--- config.mk ---
export PLATFORM = sky130hd
export DESIGN_NAME = uniq_emit
export DESIGN_NICKNAME = d
export VERILOG_FILES = /design/src/rtl/uniq_pkg.sv /design/src/rtl/uniq_prio_pick.sv /design/src/rtl/uniq_emit.sv
export SDC_FILE = /design/constraint.sdc
export NUM_CORES = 1
export LEC_CHECK = 0
export ABC_AREA = 1
export ABC_CLOCK_PERIOD_IN_PS = 2300
export BUFFER_PORTS_ARGS = -buffer_cell sky130_fd_sc_hd__buf_2
export CAP_MARGIN = 20
export CORE_MARGIN = 3
export CORE_UTILIZATION = 44
export DETAILED_ROUTE_END_ITERATION = 6
export GPL_ROUTABILITY_DRIVEN = 0
export PLACE_DENSITY = 0.66
export SYNTH_ARGS = -nofsm -noshare
export SYNTH_HDL_FRONTEND = slang
export SYNTH_HIERARCHICAL = 1
export SYNTH_SLANG_ARGS = --single-unit
export TNS_END_PERCENT = 5
--- constraint.sdc ---
create_clock -name clk -period 2.3 [get_ports clk]
set_input_delay 0.115 -clock clk [delete_from_list [all_inputs] [get_ports clk]]
set_output_delay 0.115 -clock clk [all_outputs]
set_load 0.02 [all_outputs]
--- src/rtl/uniq_pkg.sv ---
// Shared definitions for the uniq table reader.
// Provides the default word width, the slot count, the slot-index and count
// widths, and the emitter state encoding.
package uniq_pkg;

    localparam int DEF_WIDTH = 8;
    localparam int NSLOTS    = 4;
    localparam int IDX_W     = 2;
    localparam int COUNT_W   = 3;

    typedef enum logic [1:0] {
        IDLE = 2'd0,
        SEND = 2'd1,
        DONE = 2'd2
    } state_t;

endpackage

--- src/rtl/uniq_prio_pick.sv ---
// First-set-bit picker over the pending-slot mask.
// Ports:
//   mask - pending slots, bit 0 = slot 1
//   idx  - index of the lowest set bit (0 when mask is empty)
//   any  - at least one bit of mask is set
module uniq_prio_pick
    import uniq_pkg::*;
(
    input  logic [NSLOTS-1:0] mask,
    output logic [IDX_W-1:0]  idx,
    output logic              any
);

    // Lowest-index pending slot wins so words leave in slot order
    always_comb begin
        idx = 2'd0;
        any = 1'b0;
        casez (mask)
            4'b???1: begin idx = 2'd0; any = 1'b1; end
            4'b??10: begin idx = 2'd1; any = 1'b1; end
            4'b?100: begin idx = 2'd2; any = 1'b1; end
            4'b1000: begin idx = 2'd3; any = 1'b1; end
            default: begin idx = 2'd0; any = 1'b0; end
        endcase
    end

endmodule

--- src/rtl/uniq_emit.sv ---
// Serial reader for the 4-slot uniq table.
// On start (in IDLE) the slot values and valid flags are snapshotted; the
// valid slots are then replayed in ascending slot order as a data_en stream
// with out_ready backpressure, followed by a one-cycle done pulse.
// Ports:
//   clk, rst          - clock, synchronous active-high reset
//   start             - snapshot request, honoured only in IDLE
//   in_1..in_4        - slot values
//   v_1..v_4          - slot valid flags
//   out_ready         - consumer accepts data_out on an edge with data_en
//   data_out, data_en - output word and its valid strobe (data_out is 0 when idle)
//   busy              - emission in progress
//   done              - one-cycle completion pulse
//   count             - words emitted in the last run
module uniq_emit
    import uniq_pkg::*;
#(
    parameter int WIDTH = DEF_WIDTH
) (
    input  logic                    clk,
    input  logic                    rst,
    input  logic                    start,
    input  logic signed [WIDTH-1:0] in_1,
    input  logic signed [WIDTH-1:0] in_2,
    input  logic signed [WIDTH-1:0] in_3,
    input  logic signed [WIDTH-1:0] in_4,
    input  logic                    v_1,
    input  logic                    v_2,
    input  logic                    v_3,
    input  logic                    v_4,
    input  logic                    out_ready,
    output logic signed [WIDTH-1:0] data_out,
    output logic                    data_en,
    output logic                    busy,
    output logic                    done,
    output logic [COUNT_W-1:0]      count
);

    state_t                  state_r, state_s;
    logic [NSLOTS-1:0]       mask_r, mask_s;
    logic signed [WIDTH-1:0] snap_r [NSLOTS];
    logic signed [WIDTH-1:0] snap_s [NSLOTS];
    logic [IDX_W-1:0]        cur_idx_r, cur_idx_s;
    logic signed [WIDTH-1:0] data_out_r, data_out_s;
    logic                    data_en_r, data_en_s;
    logic                    busy_r, busy_s;
    logic                    done_r, done_s;
    logic [COUNT_W-1:0]      count_r, count_s;

    logic signed [WIDTH-1:0] in_vec_s [NSLOTS];
    logic [NSLOTS-1:0]       v_vec_s;
    logic [NSLOTS-1:0]       clr_mask_s;
    logic [NSLOTS-1:0]       pick_mask_s;
    logic [IDX_W-1:0]        pick_idx_s;
    logic                    pick_any_s;

    // Gather the table ports into indexable form
    always_comb begin
        in_vec_s[0] = in_1;
        in_vec_s[1] = in_2;
        in_vec_s[2] = in_3;
        in_vec_s[3] = in_4;
        v_vec_s     = {v_4, v_3, v_2, v_1};
    end

    // The picker looks ahead: fresh flags when starting, otherwise the mask
    // with the word now on data_out already removed, so the next word can be
    // registered on the same edge that accepts the current one (no bubble).
    always_comb begin
        clr_mask_s             = mask_r;
        clr_mask_s[cur_idx_r]  = 1'b0;
        pick_mask_s            = {NSLOTS{1'b0}};
        if (state_r == IDLE) begin
            pick_mask_s = v_vec_s;
        end else begin
            pick_mask_s = clr_mask_s;
        end
    end

    uniq_prio_pick u_pick (
        .mask (pick_mask_s),
        .idx  (pick_idx_s),
        .any  (pick_any_s)
    );

    // Next-state and next-output logic; every output is registered
    always_comb begin
        state_s    = state_r;
        mask_s     = mask_r;
        snap_s     = snap_r;
        cur_idx_s  = cur_idx_r;
        data_out_s = data_out_r;
        data_en_s  = data_en_r;
        busy_s     = busy_r;
        done_s     = 1'b0;
        count_s    = count_r;
        case (state_r)
            IDLE: begin
                if (start) begin
                    snap_s  = in_vec_s;
                    mask_s  = pick_mask_s;
                    count_s = {COUNT_W{1'b0}};
                    if (pick_any_s) begin
                        state_s    = SEND;
                        cur_idx_s  = pick_idx_s;
                        data_out_s = in_vec_s[pick_idx_s];
                        data_en_s  = 1'b1;
                        busy_s     = 1'b1;
                    end else begin
                        state_s = DONE;
                        done_s  = 1'b1;
                    end
                end else begin
                    state_s = IDLE;
                end
            end
            SEND: begin
                if (out_ready) begin
                    mask_s  = pick_mask_s;
                    count_s = count_r + COUNT_W'(1);
                    if (pick_any_s) begin
                        cur_idx_s  = pick_idx_s;
                        data_out_s = snap_r[pick_idx_s];
                    end else begin
                        state_s    = DONE;
                        data_out_s = {WIDTH{1'b0}};
                        data_en_s  = 1'b0;
                        busy_s     = 1'b0;
                        done_s     = 1'b1;
                    end
                end else begin
                    state_s = SEND;
                end
            end
            DONE: begin
                state_s = IDLE;
            end
            default: begin
                state_s    = IDLE;
                mask_s     = {NSLOTS{1'b0}};
                data_out_s = {WIDTH{1'b0}};
                data_en_s  = 1'b0;
                busy_s     = 1'b0;
            end
        endcase
    end

    // State, snapshot and output registers with synchronous reset
    always_ff @(posedge clk) begin
        if (rst) begin
            state_r    <= IDLE;
            mask_r     <= {NSLOTS{1'b0}};
            snap_r     <= '{default: {WIDTH{1'b0}}};
            cur_idx_r  <= {IDX_W{1'b0}};
            data_out_r <= {WIDTH{1'b0}};
            data_en_r  <= 1'b0;
            busy_r     <= 1'b0;
            done_r     <= 1'b0;
            count_r    <= {COUNT_W{1'b0}};
        end else begin
            state_r    <= state_s;
            mask_r     <= mask_s;
            snap_r     <= snap_s;
            cur_idx_r  <= cur_idx_s;
            data_out_r <= data_out_s;
            data_en_r  <= data_en_s;
            busy_r     <= busy_s;
            done_r     <= done_s;
            count_r    <= count_s;
        end
    end

    assign data_out = data_out_r;
    assign data_en  = data_en_r;
    assign busy     = busy_r;
    assign done     = done_r;
    assign count    = count_r;

endmodule

After elaboration in Yosys (flattened, before gate mapping)
Cells that the tools add are included.
{"block": "op_classes", "n_lt_le_gt_ge": 3, "mux": 40, "n_eq_ne": 10, "reduce_logical": 9, "n_addsub": 1, "n_bitwise": 4}
{"op": "$mux 8", "n": 8}
{"op": "$bmux 8 s2", "n": 2}
{"op": "$pmux 8 s3", "n": 1}
{"op": "$mux 2", "n": 7}
{"op": "$mux 4", "n": 3}
{"op": "$pmux 4 s3", "n": 1}
{"op": "$mux 1", "n": 9}
{"op": "$ne 2x2->1 const B", "n": 4}
{"op": "$pmux 2 s2", "n": 2}
{"op": "$mux 3", "n": 2}
{"op": "$pmux 2 s3", "n": 1}
{"op": "$pmux 3 s2", "n": 1}
{"op": "$reduce_and 3->1", "n": 2}
{"op": "$reduce_and 5->1", "n": 1}
{"op": "$and 4x4->4", "n": 1}
{"op": "$eq 2x2->1 const B", "n": 2}
{"op": "$eq 4x4->1 const B", "n": 1}
{"op": "$not 4->4", "n": 1}
{"op": "$reduce_and 4->1", "n": 1}
{"op": "$reduce_or 4->1", "n": 1}
{"op": "$add 3x1->3 const B", "n": 1}
{"op": "$eq 3x3->1 const B", "n": 1}
{"op": "$ge 3x3->1 const B", "n": 1}
{"op": "$lt 2x3->1 const B", "n": 1}
{"op": "12 further kinds", "n": 12}
{"block": "word_totals", "inputBits": 40, "wordCells": 78, "register_bits": 53}

Longest topological paths before layout
Gate-level depths: netlist of the first run.
{"block": "logic_depth", "ltp_word": 16, "mapped_depth": 18}

Cells and area by module
The synthesis of the first run kept the hierarchy.
{"module": "uniq_emit", "cells_each": 434, "instances": 1, "area_each_um2": 2810.2}
{"module": "uniq_prio_pick", "cells_each": 11, "instances": 1, "area_each_um2": 43.8}

Worst setup path after synthesis of the first run
No wires, ideal clock.
{"block": "synth_path", "path_type": "flip-flop to flip-flop", "start": "register state_r[1]", "end": "register data_out_r[0], in the netlist data_out[0]", "path_slack_ns": 0.226, "setup_time_ns": 0.135, "period_less_slack_ns": 2.074, "stages_incl_launch_ff": 18, "t_arrival_ns": 1.939, "path_cell_list": "dfxtp_1 buf_6 nor2_8 buf_4 nand2_1 o21ai_0 nor2_2 nand2_1 nand2_1 buf_2 clkinv_1 buf_2 nand3_1 nand2_1 nand2_1 nand2_1 nand2_1 a21oi_2"}
{"block": "synth_between", "elab_chain_cells": 11, "word_cells_on_any_way": 27}
{"element": "from (decl)", "line_no": "uniq_emit.sv:39", "source": "state_t state_r, state_s;"}
{"element": "from (signal assigned)", "line_no": "uniq_emit.sv:161", "source": "state_r <= state_s;"}
{"element": "$logic_not 2->1 *", "line_no": "uniq_emit.sv:73", "source": "if (state_r == IDLE) begin"}
{"element": "$mux 4 *", "line_no": "uniq_emit.sv:73"}
{"element": "named net pick_mask_s[0]", "line_no": "uniq_emit.sv:53", "source": "logic [NSLOTS-1:0] pick_mask_s;"}
{"element": "$eq 4x4->1 (tied with other cells)", "line_no": "uniq_prio_pick.sv:18", "source": "casez (mask)"}
{"element": "$pmux 2 s3 *", "line_no": "uniq_prio_pick.sv:18"}
{"element": "named net pick_idx_s[1]", "line_no": "uniq_emit.sv:54", "source": "logic [IDX_W-1:0] pick_idx_s;"}
{"element": "$not 2->3 (not written as such) *", "line_no": "uniq_emit.sv:106, uniq_emit.sv:123"}
{"element": "$bmux 8 s2 (on tied branches)", "line_no": "uniq_emit.sv:123, uniq_emit.sv:106"}
{"element": "$mux 8 (on tied branches) (2 in series)", "line_no": "uniq_emit.sv:123, uniq_emit.sv:106"}
{"element": "$mux 8 (on tied branches)", "line_no": "uniq_emit.sv:121, uniq_emit.sv:103"}
{"element": "$mux 8 (on tied branches)", "line_no": "uniq_emit.sv:118, uniq_emit.sv:99"}
{"element": "$pmux 8 s3 *", "line_no": "uniq_emit.sv:97", "source": "case (state_r)"}
{"element": "to (signal assigned)", "line_no": "uniq_emit.sv:155", "source": "data_out_r <= {WIDTH{1'b0}};"}
{"element": "to (signal assigned)", "line_no": "uniq_emit.sv:165", "source": "data_out_r <= data_out_s;"}
{"element": "to (decl)", "line_no": "uniq_emit.sv:44", "source": "logic signed [WIDTH-1:0] data_out_r, data_out_s;"}
Mark *: on every way through the listed nets, which the timed path passes. The rest lies on a longest branch. The select of a mux whose other input is x is not followed.
A chain may end at the register's enable or synchronous reset.

Final worst setup path of the first run
{"block": "layout_path", "start": "register state_r[0]", "end": "register data_out_r[3], in the netlist data_out[3]"}
{"block": "layout_between", "elab_chain_cells": 11, "word_cells_on_any_way": 27}
{"element": "$logic_not 2->1 *", "line_no": "uniq_emit.sv:73"}
{"element": "$mux 4 *", "line_no": "uniq_emit.sv:73"}
{"element": "named net pick_mask_s[3]", "line_no": "uniq_emit.sv:53"}
{"element": "$eq 4x4->1 *", "line_no": "uniq_prio_pick.sv:18"}
{"element": "$pmux 2 s3 *", "line_no": "uniq_prio_pick.sv:18"}
{"element": "named net pick_idx_s[0]", "line_no": "uniq_emit.sv:54"}
{"element": "$not 2->3 (not written as such) *", "line_no": "uniq_emit.sv:106, uniq_emit.sv:123"}
{"element": "$bmux 8 s2 (on tied branches)", "line_no": "uniq_emit.sv:123, uniq_emit.sv:106"}
{"element": "$mux 8 (on tied branches) (2 in series)", "line_no": "uniq_emit.sv:123, uniq_emit.sv:106"}
{"element": "$mux 8 (on tied branches)", "line_no": "uniq_emit.sv:121, uniq_emit.sv:103"}
{"element": "$mux 8 (on tied branches)", "line_no": "uniq_emit.sv:118, uniq_emit.sv:99"}
{"element": "$pmux 8 s3 *", "line_no": "uniq_emit.sv:97"}
Marked as above.

==> results of run 1 <==
power groups by stage:
stage / registers [mW] / clock network, mW / logic [mW]
after floorplan: 1.11 / 0 / 0.603
after global placement: 1.09 / 0 / 0.840
after detailed placement: 1.09 / 0 / 0.850
after CTS: 1.07 / 0.650 / 0.852
after global routing: 1.08 / 0.681 / 0.970
final: 1.07 / 0.634 / 0.847
cells in the final DEF, fill, tap and decap left out, drive strengths merged, types with 2 or more instances in the layout:
cell type | synthesis | routed
inv | 76 | 76
nand3 | 34 | 34
nand2 | 147 | 147
nor3 | 2 | 2
dfxtp | 53 | 53
nor2 | 6 | 6
a21oi | 52 | 52
clkbuf | 10 | 5
clkinv | 1 | 2
o21ai | 46 | 46
buf | 15 | 61
nor4 | 2 | 2
worst max-delay path by stage:
stage	from	endpoint	slack, ns	cells past startpoint
final	state_r[0]	data_out[3]	0.25	15
after global routing	state_r[1]	data_out[2]	0.005	16
after CTS	state_r[0]	data_out[3]	0.13	14
after detailed placement	state_r[0]	data_out[3]	0.14	14
after global placement	state_r[0]	data_out[3]	0.17	14
after floorplan	state_r[1]	data_out[0]	0.23	17
cells by family after synthesis:
family / count (synthesis) / synth area share [%]
simple gates: 191 / 29.5
buf+inv: 102 / 14.7
compound gates: 98 / 18.2
flops: 53 / 37.2
fa+ha+maj: 1 / 0.438
sequential cells by signal (all words and copies together), names as in the netlist:
signal,cells
done,1
snap_r,32
busy,1
count,3
cur_idx_r,2
data_out,8
state_r,2
mask_r,4
cells in the mapped netlist:
| cell type | count |
|---|---|
| nor2_8 | 2 |
| dfxtp_1 | 53 |
| clkinv_1 | 1 |
| nor2_2 | 1 |
| a21oi_1 | 46 |
| nor3_4 | 1 |
| nand2_2 | 2 |
| buf_6 | 2 |
| inv_2 | 1 |
| o21ai_0 | 44 |
| buf_4 | 2 |
| nand2_1 | 142 |
| nor3_1 | 1 |
| a21oi_2 | 5 |
| inv_1 | 75 |
| buf_2 | 11 |
| nand2_4 | 3 |
| o21ai_1 | 2 |
| nor4_1 | 2 |
| nor2_1 | 3 |
| clkbuf_1 | 10 |
| a21oi_4 | 1 |
| ha_1 | 1 |
| nand3_1 | 34 |
stage by stage:
step                      util (%)  total power, mW  instances  area, um^2
after global routing          53.5             2.73        563        3260
after CTS                     53.5             2.57        563        3260
after floorplan                  -             1.72        445        2850
after global placement        51.8             1.93        556        3160
final                         53.5             2.55        563        3260
after detailed placement      51.8             1.94        556        3160
area by class of cell:
cell class / count / area [um^2]
clock buffer: 5 / 68.8
inverter: 77 / 289
multi-input combinational: 290 / 1370
tap: 75 / 93.8
clock inverter: 2 / 35.0
fill: 640 / 2840
timing repair buffer: 61 / 338
sequential: 53 / 1060
worst max-delay path, delay by kind of cell, from the launching register on:
kind                   cells  cell delay (ns)
AO/OA/AOI/OAI              2             0.36
buffers and inverters      3             0.42
flip-flops                 1             0.47
AND/OR/NAND/NOR           10             0.75
metal layers:
layer,GRT usage (%),share of wire [%]
met1,26.6,48
met2,30.0,45
met3,4.18,5.0
met4,5.38,1.5
met5,0,0
==> key figures, run 1 <==
Place
  – Post-detail-place hpwl: 5050 um
  – Post-Place Worst Slack: 0.144 ns
  – I/O Buffers: 53

Min path
  – Hold path endpoint: snap_r[24]
  – Worst hold start: in_1[0]
  – HP Class: primary input to flip-flop
  – Min-Delay Path Depth: 3

Layout
  – Nets: 529
  – Layout cells sized above 1: 17.2%
  – Ant diodes: 0
  – Area grow syn2layout: 14.2%

Yosys
  – Syn Area/Cell: 6.41 um^2
  – Post-synth top area cell: dfxtp_1
  – Synth area leaders: dfxtp_1, nand2_1, inv_1
  – Syn Std Cell Area: 2850 um^2
  – Unique masters post-synth: 24
  – Mapped Nets: roughly 490
  – Yosys top cell area share: 37.2%
  – Sequential share of the synthesized area: 37.2%
  – Warnings from Yosys: 6
  – Synthesized instance count: 445
  – Yosys reg bits: 53

Global routing
  – GR Overflow Total: 0
  – Global-route wire length before repair: 11,700 um
  – Total GRT Usage: 19.2%
  – Initial antenna violation count: 0
  – Pin count of the biggest net entering global routing: 45
  – Vias in the first global route: roughly 2,500

Clocking
  – Clock Path Buffers: 2
  – Setup repair bufs after CTS: 0
  – CTS H-tree depth: 2
  – CTS clk-pin slew, worst paths: 0.10 ns
  – Worst-Skew Late Latency: 0.31 ns
  – CTS buffer count: 5
  – CTS Hold Bufs: 0
  – PostCTS Resize Cnt: 0
  – Sink Count: 53
  – CTS tree: yes
  – Root Buffer: clkbuf_8

Setup path
  – Cells along the critical path: nor2_8, o21ai_1, inv_1, nor2_1, nand2_1, nand2_1, inv_1, buf_12, nand2_1, nand3_1, nand2_1, nand2_1, nand2_1, nand2_1, a21oi_2
  – CP Data Arrival Time: 2.30 ns
  – Crit-path most repeated cell: nand2_1
  – Reg2Reg Setup Slack: 0.25 ns
  – Slowest CP cell: dfxtp_1
  – Critical path required time: 2.56 ns
  – Worst-path maximum fanout: 27
  – Cells on worst reg2reg path: 15
  – Largest stage delay on the critical path: roughly 0.47 ns
  – Worst R2R Start: state_r[0]
  – Setup CP Type: flip-flop to flip-flop
  – Startpoint types: flip-flop
  – Worst Setup End Kind: flip-flop
  – R2R Path End: data_out[3]

Power
  – PD cells: between 700 and 800 nW/um^2
  – Int Pwr: 1.63 mW
  – Max VDD drop: 0.000349 V
  – Sequential Power Share: 41.9%
  – Combinational Power Share: 33.2%
  – Net Sw Frac: 35.9%
  – Clk pwr share: 24.9%
  – Sw power: 0.915 mW
  – Leakage: between 1.5 and 2 nW

Detailed routing
  – Post-route ant nets: 0
  – Post-Route WL: 6870 um
  – Starting DRT DRC Count: 167
  – Vias/cell: 4.82
  – Drt pass-1 iters: 4
  – DRC Markers: 0
  – Vias: around 2,700
  – Wirelength per Cell: 12.2 um

STA
  – Final setup vio count: 0
  – Min Clock Period, post-route: 2.05 ns
  – Total negative setup slack: 0 ns
  – Max Slew Vio Count: 0
  – Final hold vios: 0
  – Fmax: around 0.49 GHz
  – Period Utilization, post-route: 88.9%
  – Fin Hold WS: 0.0959 ns
  – RSZ-0062 raised after global routing: false
  – Max transition margin: 70.8%
  – Clk_skew: 0.00769 ns
  – Setup slack after layout: 0.254 ns
  – Worst-margin pin slew: 0.438 ns

Die
  – Die height: 86.5 um
  – Core region area: around 6100 um^2
  – Total die area: 7490 um^2
  – I/O pin count: 54
  – Num rows: 28
  – Die Width: slightly below 90 um
  – Initial Util: 46.8%

Run status
  – Status: complete, no violations

Run
  – Max_cap viols: 0
(Power assumes the default switching activity.)
==> run 2: changes to the inputs <==
--- a/config.mk
+++ b/config.mk
@@ -6,7 +6,7 @@
 export NUM_CORES = 1
 export LEC_CHECK = 0
 export ABC_AREA = 1
-export ABC_CLOCK_PERIOD_IN_PS = 2300
+export ABC_CLOCK_PERIOD_IN_PS = 2050
 export BUFFER_PORTS_ARGS = -buffer_cell sky130_fd_sc_hd__buf_2
 export CAP_MARGIN = 20
 export CORE_MARGIN = 3
==> constraint.sdc (replaced) <==
create_clock -name clk -period 2.05 [get_ports clk]
set_input_delay 0.1025 -clock clk [delete_from_list [all_inputs] [get_ports clk]]
set_output_delay 0.1025 -clock clk [all_outputs]
set_load 0.02 [all_outputs]
==> run 2 against run 1 <==
Critical path depth unchanged. Clock skew about the same. Critical endpoint is now data_out[4]. Count of clock-buffer cells in the layout unchanged. Clock power increased by 33%. Hold slack got worse by 0.012 ns. Worst setup slack got worse by 0.081 ns. Final cell count increased by 0.89%. Register-to-register slack got worse by 0.08 ns. Global-route usage increased by 0.67 points.
==> key figures, run 2 (synthesized netlist as in run 1, its figures left out) <==
Run status
  – Status: complete, no violations

Clocking
  – Root Buffer: clkbuf_8
  – Sink Count: 53 (unchanged)
  – CTS H-tree depth: 2 (unchanged)
  – CTS Hold Bufs: 0 (unchanged)
  – CTS tree: yes
  – CTS clk-pin slew, worst paths: 0.10 ns (about the same)
  – Worst-Skew Late Latency: 0.31 ns (about the same)
  – Clock Path Buffers: 2 (unchanged)
  – CTS buffer count: 5 (unchanged)

Setup path
  – Worst R2R Start: state_r[0]
  – Reg2Reg Setup Slack: 0.17 ns (-0.08 ns)
  – Worst Setup End Kind: flip-flop
  – R2R Path End: data_out[4]
  – Setup CP Type: flip-flop to flip-flop
  – CP Data Arrival Time: 2.07 ns (-0.23 ns)
  – Delay-heaviest family, CP: simple AND/OR/NAND/NOR gates
  – Startpoint types: flip-flop
  – Crit-path most repeated cell: nand2_1
  – Slowest CP cell: dfxtp_4
  – Critical path depth in cells: 15 (unchanged)
  – CP Capture Point: data_out[4]
  – Setup crit start: state_r[0]
  – Worst-path maximum fanout: 33 (+22%)
  – Largest stage delay on the critical path: 0.39 ns (-0.08 ns)
  – Cells on worst reg2reg path: 15 (unchanged)
  – Critical path buffers and inverters: 2 (-1)
  – Critical path required time: 2.24 ns (-0.32 ns)
  – Cells along the critical path: nor2_8, nand2_1, o21ai_1, nor2_2, nand2_1, nand2_2, inv_1, buf_12, nand2_1, nand3_1, nand2_1, nand2_1, nand2_1, nand2_1, a21oi_1

STA
  – Clk_skew: 0.00750 ns (-0.000188 ns)
  – Period Utilization, post-route: 91.6% (+2.6 points)
  – Final setup vio count: 0 (unchanged)
  – Final hold vios: 0 (unchanged)
  – Max Slew Vio Count: 0 (unchanged)
  – Min Clock Period, post-route: 1.88 ns (-0.169 ns)
  – Fmax: 0.533 GHz (+9.0%)
  – Setup slack after layout: 0.173 ns (-0.0814 ns)
  – Fin Hold WS: 0.0834 ns (-0.0125 ns)
  – Worst-margin pin slew: 0.439 ns (+0.00109 ns)
  – Total negative setup slack: 0 ns (unchanged)
  – Max transition margin: 70.6% (-0.14 points)

Power
  – Tot Pwr: 3.06 mW (+20%)
  – Leakage: 1.75 nW (+3.1%)
  – Max VDD drop: 0.000441 V (+26%)
  – PD cells: 901 nW/um^2 (+15%)

Global routing
  – Pin count of the biggest net entering global routing: 51 (+13%)
  – Global-route wire length before repair: 12,000 um (+3.1%)
  – Vias in the first global route: 2,652 (+6.9%)
  – GR Overflow Total: 0 (unchanged)
  – Initial antenna violation count: 0 (unchanged)
  – Total GRT Usage: 19.8% (+0.67 points)

Layout
  – Register area: 1070 um^2 (+0.94%)
  – Most common cell after layout, fill and taps aside: nand2_1
  – Most frequent cells in the layout: nand2_1, inv_1, buf_2
  – Multi-input logic area: 1400 um^2 (+2.1%)
  – Max reg flops: 32 (unchanged)
  – Area grow syn2layout: 18.8%
  – Nets: 533 (+0.76%)
  – Ant diodes: 0 (unchanged)
  – Layout fillers: 641 (+0.16%)
  – Largest register by flop count: snap_r
  – Layout cells sized above 1: 20.1% (+2.9 points)
  – Finished Layout Cells: 568 (+0.89%)

Die
  – Num rows: 28 (unchanged)
  – Die height: 86.5 um (unchanged)
  – Core region area: 6100 um^2 (unchanged)
  – I/O pin count: 54 (unchanged)
  – Die Width: 86.5 um (unchanged)
  – Initial Util: 46.8% (unchanged)
  – Total die area: 7490 um^2 (unchanged)

Place
  – Inst Count DP: 558 (+0.36%)
  – Post-detail-place hpwl: 5020 um (-0.75%)
  – Post-Place Worst Slack: -0.0464 ns (-0.190 ns)
  – I/O Buffers: 53 (unchanged)

Detailed routing
  – Drt pass-1 iters: 4 (unchanged)
  – Vias: 2,756 (+1.6%)
  – DRC Markers: 0 (unchanged)
  – Starting DRT DRC Count: 196 (+17%)
  – Vias/cell: 4.85 (+0.73%)
  – Post-Route WL: 7080 um (+3.1%)
  – Wirelength per Cell: 12.5 um (+2.2%)
  – Post-route ant nets: 0 (unchanged)

Min path
  – HP Class: primary input to flip-flop

Run
  – Max_cap viols: 0 (unchanged)
run 2: cell types whose count changed in the layout (fill, tap and decap cells not counted), moves of 2 or more:
| cell | before | now |
|---|---|---|
| o21ai_2 | 0 | 3 |
| o21ai_0 | 40 | 38 |
| dfxtp_1 | 53 | 49 |
| dfxtp_4 | 0 | 2 |
| buf_12 | 1 | 4 |
| dfxtp_2 | 0 | 2 |
run 2: timing repair:
action,in CTS,in global routing
pin swaps,0,4
endpoints found under the hold margin,0,0
endpoints found under the setup margin,6,9
buffers inserted,0,1
gates resized for setup,3,15
gates cloned,0,1
run 2: cell type report:
type,instances,share of cell area [%]
Clock buffer,5,2.03
Multi-Input combinational cell,291,41.4
Sequential cell,53,31.6
Clock inverter,3,1.92
Tap cell,75,2.77
Timing Repair Buffer,64,11.7
Inverter,77,8.60
run 2: worst min-delay path by stage:
stage | cells past startpoint | end | from | slack [ns]
2_1_floorplan | 2 | snap_r[10] | in_3[2] | 0.29
3_3_place_gp | 3 | snap_r[1] | in_4[1] | 0.40
4_1_cts | 3 | snap_r[9] | in_3[1] | 0.08
5_1_grt | 3 | snap_r[18] | in_2[2] | 0.10
3_5_place_dp | 3 | snap_r[31] | in_1[7] | 0.41
6_report | 3 | snap_r[18] | in_2[2] | 0.08
run 2: per-layer routing:
metal / wire length (um) / GRT usage (%) / part of all wire, %
met3: 363 / 3.80 / 5.1
met4: 121 / 6.66 / 1.7
met5: 0 / 0 / 0
met1: 3340 / 26.1 / 47
met2: 3250 / 32.7 / 46
run 2: power breakdown:
| group | internal (mW) | switching [mW] | total, mW |
|---|---|---|---|
| combinational | 0.371 | 0.642 | 1.01 |
| sequential | 1.15 | 0.0538 | 1.20 |
| clock | 0.485 | 0.356 | 0.841 |
| total | 2.00 | 1.05 | 3.06 |
run 2: worst register-to-register path: cells and delay by family (launching register included):
family          cells  cell delay [ns]
flops               1             0.39
simple gates       11             0.88
buf+inv             2             0.29
compound gates      2             0.21
run 2: stage by stage:
step / util (%) / instance area, um^2
after global routing: 55.6 / 3390
after CTS: 54.8 / 3340
after global placement: 52.6 / 3210
final: 55.6 / 3390
after detailed placement: 52.6 / 3210
after floorplan: - / 2860
